[config.mk]
export PLATFORM = sky130hd
export DESIGN_NAME = serial_adder_flat
export DESIGN_NICKNAME = d
export VERILOG_FILES = /design/src/rtl/serial_adder_if.sv /design/src/rtl/serial_adder.sv /design/src/flat_wrapper.sv
export SDC_FILE = /design/constraint.sdc
export NUM_CORES = 1
export LEC_CHECK = 0
export BUFFER_PORTS_ARGS = -buffer_cell sky130_fd_sc_hd__buf_4
export CORE_UTILIZATION = 40
export DETAILED_ROUTE_END_ITERATION = 7
export PLACE_DENSITY = 0.62
export SLEW_MARGIN = 10
export SYNTH_ARGS = -nofsm -noshare
export SYNTH_HDL_FRONTEND = slang
export SYNTH_SLANG_ARGS = --single-unit
[constraint.sdc]
create_clock -name clk -period 3.89 [get_ports clk]
set_input_delay 0.5835 -clock clk [delete_from_list [all_inputs] [get_ports clk]]
set_output_delay 0.5835 -clock clk [all_outputs]
set_load 0.03 [all_outputs]
[src/rtl/serial_adder_if.sv]
// Handshake bundle between an operand producer, the serial_adder and a result consumer.
// Optional signed-overflow flag is present only when SERIAL_ADDER_OVF_EN is defined.
interface serial_adder_if #(
    parameter int WIDTH = 8
);
    logic             in_valid;
    logic             in_ready;
    logic [WIDTH-1:0] a;
    logic [WIDTH-1:0] b;
    logic             cin;
    logic             out_valid;
    logic             out_ready;
    logic [WIDTH-1:0] sum;
    logic             cout;
`ifdef SERIAL_ADDER_OVF_EN
    logic             ovf;
`endif

    // Producer/consumer side (drives operands, accepts results).
    modport master (
        output in_valid, a, b, cin, out_ready,
`ifdef SERIAL_ADDER_OVF_EN
        input  ovf,
`endif
        input  in_ready, out_valid, sum, cout
    );

    // Adder side.
    modport slave (
        input  in_valid, a, b, cin, out_ready,
`ifdef SERIAL_ADDER_OVF_EN
        output ovf,
`endif
        output in_ready, out_valid, sum, cout
    );
endinterface

[src/rtl/serial_adder.sv]
// Bit-serial ripple adder: one bit per clock, LSB first, built from two half adders
// and a carry flop. Result {cout,sum} = a + b + cin, presented after WIDTH cycles.
// Optional macro SERIAL_ADDER_OVF_EN adds a registered signed-overflow output.

// Single-bit half adder.
module half_adder (
    input  logic a_i,
    input  logic b_i,
    output logic sum_o,
    output logic carry_o
);
    assign sum_o   = a_i ^ b_i;
    assign carry_o = a_i & b_i;
endmodule

module serial_adder #(
    parameter int WIDTH = 8
) (
    input  logic          clk,
    input  logic          rst,
    serial_adder_if.slave bus
);
    localparam int CNT_W = $clog2(WIDTH);

    typedef enum logic [1:0] {IDLE, ADD, DONE} state_t;

    state_t             state_q, state_d;
    logic [WIDTH-1:0]   a_q, a_d;
    logic [WIDTH-1:0]   b_q, b_d;
    logic [WIDTH-1:0]   sum_q, sum_d;
    logic [CNT_W-1:0]   cnt_q, cnt_d;
    logic               carry_q, carry_d;
    logic               cout_q, cout_d;
`ifdef SERIAL_ADDER_OVF_EN
    logic               ovf_q, ovf_d;
`endif

    logic ha0_sum, ha0_carry, ha1_sum, ha1_carry;
    logic carry_nxt, accept, last_bit;

    half_adder u_ha0 (.a_i(a_q[0]),  .b_i(b_q[0]),  .sum_o(ha0_sum), .carry_o(ha0_carry));
    half_adder u_ha1 (.a_i(ha0_sum), .b_i(carry_q), .sum_o(ha1_sum), .carry_o(ha1_carry));

    assign carry_nxt = ha0_carry | ha1_carry;
    assign accept    = bus.in_valid && (state_q == IDLE);
    assign last_bit  = (cnt_q == CNT_W'(WIDTH - 1));

    // State register.
    // NOTE: sequential state uses non-blocking assignments so every flop samples pre-edge values.
    always_ff @(posedge clk or posedge rst) begin
        if (rst) state_q <= IDLE;
        else     state_q <= state_d;
    end

    // Next-state logic; DONE always returns to IDLE so an accept can never share the handoff cycle.
    // NOTE: default assignment first so no path leaves state_d unassigned (no latch).
    always_comb begin
        state_d = state_q;
        unique case (state_q)
            IDLE:    if (accept)        state_d = ADD;
            ADD:     if (last_bit)      state_d = DONE;
            DONE:    if (bus.out_ready) state_d = IDLE;
            default:                    state_d = IDLE;
        endcase
    end

    // Handshake outputs decoded from the current state.
    always_comb begin
        bus.in_ready  = (state_q == IDLE);
        bus.out_valid = (state_q == DONE);
    end

    // Datapath next-state: load on accept, shift one bit per ADD cycle, hold otherwise.
    always_comb begin
        a_d     = a_q;
        b_d     = b_q;
        sum_d   = sum_q;
        cnt_d   = cnt_q;
        carry_d = carry_q;
        cout_d  = cout_q;
`ifdef SERIAL_ADDER_OVF_EN
        ovf_d   = ovf_q;
`endif
        if (accept) begin
            a_d     = bus.a;
            b_d     = bus.b;
            carry_d = bus.cin;
            cnt_d   = '0;
        end else if (state_q == ADD) begin
            a_d     = a_q >> 1;
            b_d     = b_q >> 1;
            sum_d   = {ha1_sum, sum_q[WIDTH-1:1]};
            carry_d = carry_nxt;
            if (last_bit) begin
                cout_d = carry_nxt;
                cnt_d  = '0;
`ifdef SERIAL_ADDER_OVF_EN
                // On the last bit a_q[0]/b_q[0] are the operand MSBs captured at accept.
                ovf_d  = (a_q[0] == b_q[0]) && (ha1_sum != a_q[0]);
`endif
            end else begin
                cnt_d  = cnt_q + 1'b1;
            end
        end
    end

    // Datapath registers.
    always_ff @(posedge clk or posedge rst) begin
        if (rst) begin
            a_q     <= '0;
            b_q     <= '0;
            sum_q   <= '0;
            cnt_q   <= '0;
            carry_q <= 1'b0;
            cout_q  <= 1'b0;
`ifdef SERIAL_ADDER_OVF_EN
            ovf_q   <= 1'b0;
`endif
        end else begin
            a_q     <= a_d;
            b_q     <= b_d;
            sum_q   <= sum_d;
            cnt_q   <= cnt_d;
            carry_q <= carry_d;
            cout_q  <= cout_d;
`ifdef SERIAL_ADDER_OVF_EN
            ovf_q   <= ovf_d;
`endif
        end
    end

    assign bus.sum  = sum_q;
    assign bus.cout = cout_q;
`ifdef SERIAL_ADDER_OVF_EN
    assign bus.ovf  = ovf_q;
`endif
endmodule
[src/flat_wrapper.sv]
// flat-port wrapper written by rule: the top's interface ports become plain ports
module serial_adder_flat 
#(
    parameter int WIDTH = 8
)
  (clk, rst, bus_in_valid, bus_a, bus_b, bus_cin, bus_out_ready, bus_in_ready, bus_out_valid, bus_sum, bus_cout);
  serial_adder_if #(.WIDTH(WIDTH)) bus_i ();
  input  logic clk;
  input  logic rst;
  input wire logic [$bits(bus_i.in_valid)-1:0] bus_in_valid;
  input wire logic [$bits(bus_i.a)-1:0] bus_a;
  input wire logic [$bits(bus_i.b)-1:0] bus_b;
  input wire logic [$bits(bus_i.cin)-1:0] bus_cin;
  input wire logic [$bits(bus_i.out_ready)-1:0] bus_out_ready;
  output wire logic [$bits(bus_i.in_ready)-1:0] bus_in_ready;
  output wire logic [$bits(bus_i.out_valid)-1:0] bus_out_valid;
  output wire logic [$bits(bus_i.sum)-1:0] bus_sum;
  output wire logic [$bits(bus_i.cout)-1:0] bus_cout;
  assign bus_i.in_valid = bus_in_valid;
  assign bus_i.a = bus_a;
  assign bus_i.b = bus_b;
  assign bus_i.cin = bus_cin;
  assign bus_i.out_ready = bus_out_ready;
  assign bus_in_ready = bus_i.in_ready;
  assign bus_out_valid = bus_i.out_valid;
  assign bus_sum = bus_i.sum;
  assign bus_cout = bus_i.cout;
  serial_adder #(.WIDTH(WIDTH)) u_core (.clk(clk), .rst(rst), .bus(bus_i));
endmodule
==> results of run 1 <==
==> stage by stage <==
stage	std cells	util [%]	total power [W]	worst slack, ns
global route	210	53.7	0.00152	1.62
finish	210	53.7	0.00139	1.76
CTS	210	53.7	0.00141	1.73
global placement	202	51.6	0.00118	2.05
floorplan	133	-	0.00102	2.18
detailed placement	202	51.6	0.00119	1.99
==> flip-flops by register name, summed over array words and instances (netlist names) <==
signal,count
u_core.cnt_q,3
u_core.a_q,8
u_core.state_q,2
u_core.bus.cout,1
u_core.bus.sum,8
u_core.b_q,8
u_core.carry_q,1
==> report_power, final <==
group | internal [W] | switching, W
registers | 0.000470 | 0.000113
logic | 0.000256 | 0.000344
clock network | 0.000106 | 0.000105
==> layer usage <==
| metal | vias up | track usage (%) |
|---|---|---|
| met1 | 532 | 23.6 |
| met5 | - | 0 |
| met2 | 31 | 29.8 |
| met3 | 2 | 7.46 |
| met4 | 0 | 7.79 |
| li1 | 542 | - |
==> cell usage in the layout (no fill, tap or decap), types with 4 or more instances in the layout <==
cell / netlist / layout
a21oi_1: 8 / 8
buf_4: 2 / 32
clkbuf_4: 0 / 5
dfrtp_1: 31 / 31
inv_1: 8 / 8
nand2_1: 26 / 26
nand2b_1: 4 / 4
nor2b_1: 4 / 4
o22ai_1: 13 / 13
==> worst min path at each step <==
| stage | slack [ns] | depth (start not counted) | to | startpoint |
|---|---|---|---|---|
| 4_1_cts | 0.25 | 2 | u_core.bus.sum[0] | rst |
| 3_3_place_gp | 0.46 | 2 | u_core.bus.sum[0] | u_core.bus.sum[0] |
| 5_1_grt | 0.27 | 2 | u_core.bus.sum[0] | rst |
| 2_1_floorplan | 0.46 | 1 | u_core.cnt_q[0] | u_core.cnt_q[0] |
| 6_report | 0.25 | 2 | u_core.bus.sum[1] | rst |
| 3_5_place_dp | 0.47 | 2 | u_core.bus.sum[0] | u_core.bus.sum[0] |
==> cell families after synthesis <==
kind of cell | Yosys count | synth area share, %
AND/OR/NAND/NOR | 44 | 14.6
AO/OA/AOI/OAI | 39 | 20.2
flip-flops | 31 | 56.1
buffers and inverters | 15 | 5.06
adder cells (fa/ha/maj) | 3 | 3.25
multiplexers | 1 | 0.814
==> layout make-up <==
cell class / instances / area, sq um / area share (%)
tap: 44 / 55.1 / 3.22
inverter: 8 / 30.0 / 1.76
sequential: 31 / 776 / 45.4
clock buffer: 8 / 68.8 / 4.03
timing repair buffer: 32 / 240 / 14.1
multi-input combinational: 87 / 538 / 31.5
==> flow_metrics.tcl, run 1 <==
set metrics [dict create \
    status "complete, no violations" \
    rows 20 \
    gp_congestion 0.734 \
    crit_path_start "u_core.state_q[1]" \
    pin_count 32 \
    postCtsResizedCells 0 \
    syn_area_per_cell_sq_um 10.4 \
    synth.most_common_cell "dfrtp_1" \
    cts_tree "yes" \
    grt_pass1_wl_um 5020 \
    crit_chain "inv_1 -> nor2_1 -> buf_4" \
    io_buffers 31 \
    ir_worst_vdd_uv 379 \
    path_clk_slew_ns 0.09 \
    n_fill_cell 309 \
    required_ns 3.31 \
    wirelength_um 2860 \
    clockBufferDepth 2 \
    ys_ff_latch 31 \
    yosysTopAreaCell "dfrtp_1" \
    setup_tns_ns 0 \
    endpoint "bus_out_valid" \
    drv_slew 0 \
    skew_ns 0.00432 \
    whs_ns 0.248 \
    wl_met3_um 149 \
    yosysWarnings 0 \
    final_area_sq_um 1710 \
    synth_nets 157 \
    synthCells 133 \
    leakage_nw 0.818 \
    critical_path_class "reg -> out" \
    vias_per_cell 5.27 \
    synth_cell_types 24 \
    cts_root_buf "clkbuf_4" \
    worstRegToRegCells 3 \
    fin_crit_sh_pct 54.8 \
    synth-main-ff-cell "dfrtp_1" \
    gr-total-overflow 0 \
    die_y_um 60.8 \
    die_area_sq_um 3700 \
    cts_hold_buf 0 \
    cpLargestDelayFamily "flip-flops" \
    wire_per_inst_um 13.6 \
    rr_startpoint "u_core.state_q[0]" \
    cp.arrival_ns 1.55 \
    hold_viol 0 \
    fin_nets 189 \
    synth_area_sq_um 1380 \
    finalSetupViolCount 0 \
    synth_area_leaders "dfrtp_1, nand2_1, o22ai_1" \
    synth.top_cell.area_share_pct 56.1 \
    cpPeakStageDelay_ns 0.59 \
    met1Wirelength_um 1350 \
    clock.fmax_mhz 469 \
    clock-sinks 31 \
    insertion_delay_ns 0.32 \
    numCtsBuffers 5 \
    r2r_setup_slack_ns 2.03 \
    drtPass1Iterations 4 \
    antenna_found_initial 0 \
    start_kind "flop" \
    cp.depth 3 \
    synth_edf_count 0 \
    synth-async-reset-ratio_pct 100 \
    route.met2.wl_um 1340 \
    syn2layout_area_growth_pct 23.4 \
    ant_nets 0 \
    final_layout_size_suffix_gt1_share_pct 24.7 \
    grt_pass1_vias 1121 \
    grtUsageTotal_pct 19.0 \
    hpwlAfterDp_um 2050 \
    critPathCaptureType "primary output" \
    grt_max_degree 21 \
    min_period_ns 2.13 \
    drc_errors 0 \
    worstPathMaxFanout 14 \
    die_w_um 60.8 \
    cp_num_buf_inv 2 \
    relSlewSlack_pct 55.2 \
    cpMaxStageDelayCell "dfrtp_1" \
    synth_seq_area_share_pct 56.1 \
    rsz0062_at_grt "no" \
    hold_path.class "in -> async" \
    synthTopCellsByCount "dfrtp_1, nand2_1, o22ai_1, a21oi_1, inv_1" \
    dpl_cell_area_sq_um 1640 \
    timing.rr.end "u_core.bus.cout" \
    antennaDiodeCount 0 \
    top_layer "met4" \
    cts_setup_buffers 0 \
    htree_levels 2 \
    via_count 1107 \
    start_util_pct 43.5 \
    drt_iter0_markers 27 \
    core_area_sq_um 3180 \
    tightest_slew_ns 0.670 \
    powerDensity_nw_per_um2 816 \
    max-cap-violations 0 \
]
No activity file was read; power rests on OpenSTA's default activity.
==> inputs of run 2 (changes only) <==
==> constraint.sdc (replaced) <==
create_clock -name clk -period 2.05 [get_ports clk]
set_input_delay 0.3075 -clock clk [delete_from_list [all_inputs] [get_ports clk]]
set_output_delay 0.3075 -clock clk [all_outputs]
set_load 0.03 [all_outputs]
==> flow_metrics.tcl, run 2 (synthesized netlist as in run 1, its figures left out) <==
set metrics [dict create \
    status "complete, no violations" \
    n_fill_cell 295 \
    powerDensity_nw_per_um2 1550 \
    fin_cells 211 \
    dp_cells 203 \
    min_period_ns 1.83 \
    timing.rr.end "u_core.b_q[6]" \
    ir_worst_vdd_uv 667 \
    pwr-share-clk_pct 15.0 \
    setup_tns_ns 0 \
    wirelength_um 2830 \
    htree_levels 2 \
    critical_path_class "reg -> out" \
    hold_path.class "in -> async" \
    gr-total-overflow 0 \
    gp_congestion 0.743 \
    final_cell_mix "buf_4, dfrtp_1, nand2_1" \
    hold_viol 0 \
    cts_setup_buffers 0 \
    rsz0062_at_grt "no" \
    cpPeakStageDelay_ns 0.58 \
    wire_per_inst_um 13.4 \
    worstRegToRegCells 3 \
    netSwitchingFraction_pct 40.0 \
    comb_power_share_pct 43.7 \
    finalSetupViolCount 0 \
    grt_pass1_wl_um 4860 \
    skew_ns 0.00555 \
    vias_per_cell 5.24 \
    path_clk_slew_ns 0.09 \
    clock.fmax_mhz 548 \
    final_layout_size_suffix_gt1_share_pct 25.1 \
    cp.arrival_ns 1.52 \
    r2r_setup_slack_ns 0.57 \
    relSlewSlack_pct 68.7 \
    rr_startpoint "u_core.state_q[0]" \
    drv_slew 0 \
    crit_chain "inv_1 -> nor2_1 -> buf_4" \
    critPathCaptureType "primary output" \
    numCtsBuffers 5 \
    layout_commonest_cell "buf_4" \
    power_switching_w 0.00106 \
    postCtsResizedCells 0 \
    ant_nets 0 \
    start_kind "flop" \
    tightest_slew_ns 0.470 \
    antennaDiodeCount 0 \
    fin_nets 190 \
    io_buffers 31 \
    insertion_delay_ns 0.32 \
    drc_errors 0 \
    core_area_sq_um 3180 \
    cts_root_buf "clkbuf_4" \
    max-cap-violations 0 \
    cts_hold_buf 0 \
    seqPwrFrac_pct 41.3 \
    clock-sinks 31 \
    drtPass1Iterations 4 \
    drt_iter0_markers 44 \
    intPower_w 0.00159 \
    clockBufferDepth 2 \
    cts_tree "yes" \
    syn2layout_area_growth_pct 24.0 \
    antenna_found_initial 0 \
    hpwlAfterDp_um 2060 \
    worstPathMaxFanout 14 \
    required_ns 1.74 \
    die_y_um 60.8 \
    pin_count 32 \
    die_area_sq_um 3700 \
    start_util_pct 43.5 \
    leakage_nw 0.823 \
    rows 20 \
    fin_crit_sh_pct 89.1 \
    cpMaxStageDelayCell "dfrtp_1" \
    grtUsageTotal_pct 18.6 \
    die_w_um 60.8 \
    via_count 1105 \
    grt_max_degree 32 \
    grt_pass1_vias 1072 \
]
-- run 2: cell count changes in the layout (fill, tap and decap cells not counted), sizes merged --
cell | before | now
buf | 32 | 33
-- run 2: how the worst max path moves through the flow --
stage	from	end	slack [ns]
after floorplan	u_core.state_q[1]	bus_out_valid	0.61
after global placement	u_core.state_q[1]	bus_out_valid	0.60
after detailed placement	u_core.state_q[1]	bus_out_valid	0.58
after CTS	u_core.state_q[1]	bus_out_valid	0.21
after global routing	u_core.state_q[1]	bus_out_valid	0.06
final	u_core.state_q[1]	bus_out_valid	0.22
-- run 2: layout make-up --
cell class	instances	area [sq um]	share of cell area, %
repair buffers	33	248	14.4
multi-input cells	87	538	31.4
well taps	44	55.1	3.21
flip-flops and latches	31	776	45.2
clock buffers	8	68.8	4.01
inverters	8	30.0	1.75
-- run 2: routing by layer --
layer	GRT usage, %	share of wire (%)	vias to the layer above
met5	0	0	-
met4	9.74	1.5	0
met1	25.2	49	535
met3	4.69	3.5	5
li1	-	-	541
met2	27.6	46	24
-- run 2: power by group through the flow --
stage	combinational [W]	sequential (W)	clock (W)
finish	0.00116	0.00110	0.000399
global placement	0.00114	0.00111	0
global route	0.00130	0.00114	0.000452
detailed placement	0.00118	0.00111	0
CTS	0.00118	0.00110	0.000418
floorplan	0.000731	0.00121	0
-- run 2: worst max-delay path, delay by kind of cell (launching register included) --
kind	cells	cell delay (ns)
simple gates	1	0.16
buf+inv	2	0.45
flops	1	0.58
-- run 2: per-stage QoR --
step | area [sq um] | hold slack, ns | utilization (%) | power [W] | setup WS (ns)
2_1_floorplan | 1380 | 0.394 | - | 0.00194 | 0.612
3_3_place_gp | 1650 | 0.417 | 51.8 | 0.00224 | 0.602
3_5_place_dp | 1650 | 0.428 | 51.8 | 0.00229 | 0.585
4_1_cts | 1720 | 0.0630 | 54.0 | 0.00270 | 0.209
5_1_grt | 1720 | 0.0779 | 54.0 | 0.00289 | 0.0628
6_report | 1720 | 0.0583 | 54.0 | 0.00266 | 0.224
==> inputs of run 3 (changes only) <==
--- a/config.mk
+++ b/config.mk
@@ -6,9 +6,9 @@
 export NUM_CORES = 1
 export LEC_CHECK = 0
 export BUFFER_PORTS_ARGS = -buffer_cell sky130_fd_sc_hd__buf_4
-export CORE_UTILIZATION = 40
+export CORE_UTILIZATION = 52
 export DETAILED_ROUTE_END_ITERATION = 7
-export PLACE_DENSITY = 0.62
+export PLACE_DENSITY = 0.77
 export SLEW_MARGIN = 10
 export SYNTH_ARGS = -nofsm -noshare
 export SYNTH_HDL_FRONTEND = slang
==> flow_metrics.tcl, run 3 (synthesized netlist as in run 1, its figures left out) <==
set metrics [dict create \
    die_w_um 53.6 \
    drc_errors 0 \
    worstPathMaxFanout 14 \
    drtPass1Iterations 4 \
    die_area_sq_um 2870 \
    cts_hold_buf 0 \
    numCtsBuffers 5 \
    io_buffers 31 \
    cts_setup_buffers 0 \
    min_period_ns 1.85 \
    grtUsageTotal_pct 23.4 \
    finalSetupViolCount 0 \
    hold_viol 0 \
    ant_nets 0 \
    clock-sinks 31 \
    critical_path_class "reg -> out" \
    grt_max_degree 32 \
    grt_pass1_wl_um 4670 \
    core_area_sq_um 2500 \
    cpPeakStageDelay_ns 0.61 \
    rsz0062_at_grt "no" \
    grt_pass1_vias 1108 \
    clock.fmax_mhz 541 \
    postCtsResizedCells 0 \
    final_cell_mix "buf_4, dfrtp_1, nand2_1" \
    start_kind "flop" \
    htree_levels 2 \
    clockBufferDepth 2 \
    cpLargestDelayFamily "flip-flops" \
    syn2layout_area_growth_pct 21.3 \
    hold_path.class "in -> async" \
    wirelength_um 2830 \
    max-cap-violations 0 \
    tightest_slew_ns 0.466 \
    antenna_found_initial 0 \
    skew_ns 0.0110 \
    cp_num_buf_inv 2 \
    start_util_pct 55.4 \
    cpMaxStageDelayCell "dfrtp_1" \
    final_layout_size_suffix_gt1_share_pct 24.6 \
    drt_iter0_markers 32 \
    antennaDiodeCount 0 \
    cp.arrival_ns 1.54 \
    crit_chain "inv_1 -> nor2_1 -> buf_4" \
    relSlewSlack_pct 69.0 \
    powerDensity_nw_per_um2 1550 \
    critPathCaptureType "primary output" \
    required_ns 1.74 \
    cts_root_buf "clkbuf_4" \
    fin_nets 190 \
    drv_slew 0 \
    path_clk_slew_ns 0.10 \
    fin_crit_sh_pct 90.1 \
    status "complete, no violations" \
    layout_commonest_cell "buf_4" \
    fin_util_pct 67.2 \
    insertion_delay_ns 0.33 \
    via_count 1105 \
    hpwlAfterDp_um 2020 \
    wire_per_inst_um 14.4 \
    die_y_um 53.6 \
    leakage_nw 0.813 \
    gr-total-overflow 0 \
    cts_tree "yes" \
    gp_congestion 0.711 \
    vias_per_cell 5.61 \
    ir_worst_vdd_uv 975 \
    pin_count 32 \
    setup_tns_ns 0 \
    rows 18 \
]
==> run 3: cell count changes in the layout (fill, tap and decap cells not counted), sizes merged <==
cell,delta
clkbuf,-1
clkinv,+1
==> run 3: final timing paths <==
| kind | startpoint | endpoint | slack [ns] | cells past startpoint |
|---|---|---|---|---|
| worst max-delay path | u_core.state_q[1] | bus_out_valid | 0.20 | 3 |
| max in group asynchronous | rst | u_core.b_q[7] | 1.72 | 3 |
| worst max register to register | u_core.state_q[1] | u_core.carry_q | 0.61 | 3 |
| worst min register to register | u_core.cnt_q[0] | u_core.cnt_q[0] | 0.49 | 1 |
| min in group clk | bus_out_ready | u_core.state_q[1] | 0.16 | 2 |
| worst min-delay path | rst | u_core.carry_q | 0.05 | 3 |
==> run 3: cell type report <==
| cell class | instances | area (sq um) |
|---|---|---|
| tap | 30 | 37.5 |
| fill | 208 | 821 |
| clock inverter | 1 | 5.00 |
| multi-input combinational | 87 | 538 |
| inverter | 8 | 30.0 |
| timing repair buffer | 33 | 248 |
| sequential | 31 | 776 |
| clock buffer | 7 | 45.0 |
==> run 3: report_power, final <==
group / switching, W / internal, W
Sequential: 0.000212 / 0.000892
Clock: 0.000203 / 0.000134
Combinational: 0.000662 / 0.000502
==> run 3: through the flow <==
stage | worst slack [ns] | hold slack (ns) | power (W) | instance area, sq um | instances
4_1_cts | 0.197 | 0.0588 | 0.00262 | 1680 | 197
2_1_floorplan | 0.612 | 0.394 | 0.00194 | 1380 | 133
6_report | 0.203 | 0.0469 | 0.00260 | 1680 | 197
3_5_place_dp | 0.567 | 0.417 | 0.00228 | 1630 | 189
3_3_place_gp | 0.608 | 0.411 | 0.00223 | 1630 | 189
5_1_grt | 0.109 | 0.0917 | 0.00281 | 1680 | 197
==> run 3: tightest hold or removal path: stages <==
cell	delay, ns
buf_4	0.11
inv_1	0.04
buf_4	0.33
==> run 3: metal layers <==
| layer | routed length (um) | track usage, % | vias to the layer above | part of all wire (%) |
|---|---|---|---|---|
| li1 | - | - | 536 | - |
| met1 | 1270 | 28.2 | 534 | 45 |
| met2 | 1410 | 38.8 | 30 | 50 |
| met3 | 109 | 6.50 | 5 | 3.9 |
| met4 | 42 | 10.5 | 0 | 1.5 |
| met5 | 0 | 0 | - | 0 |
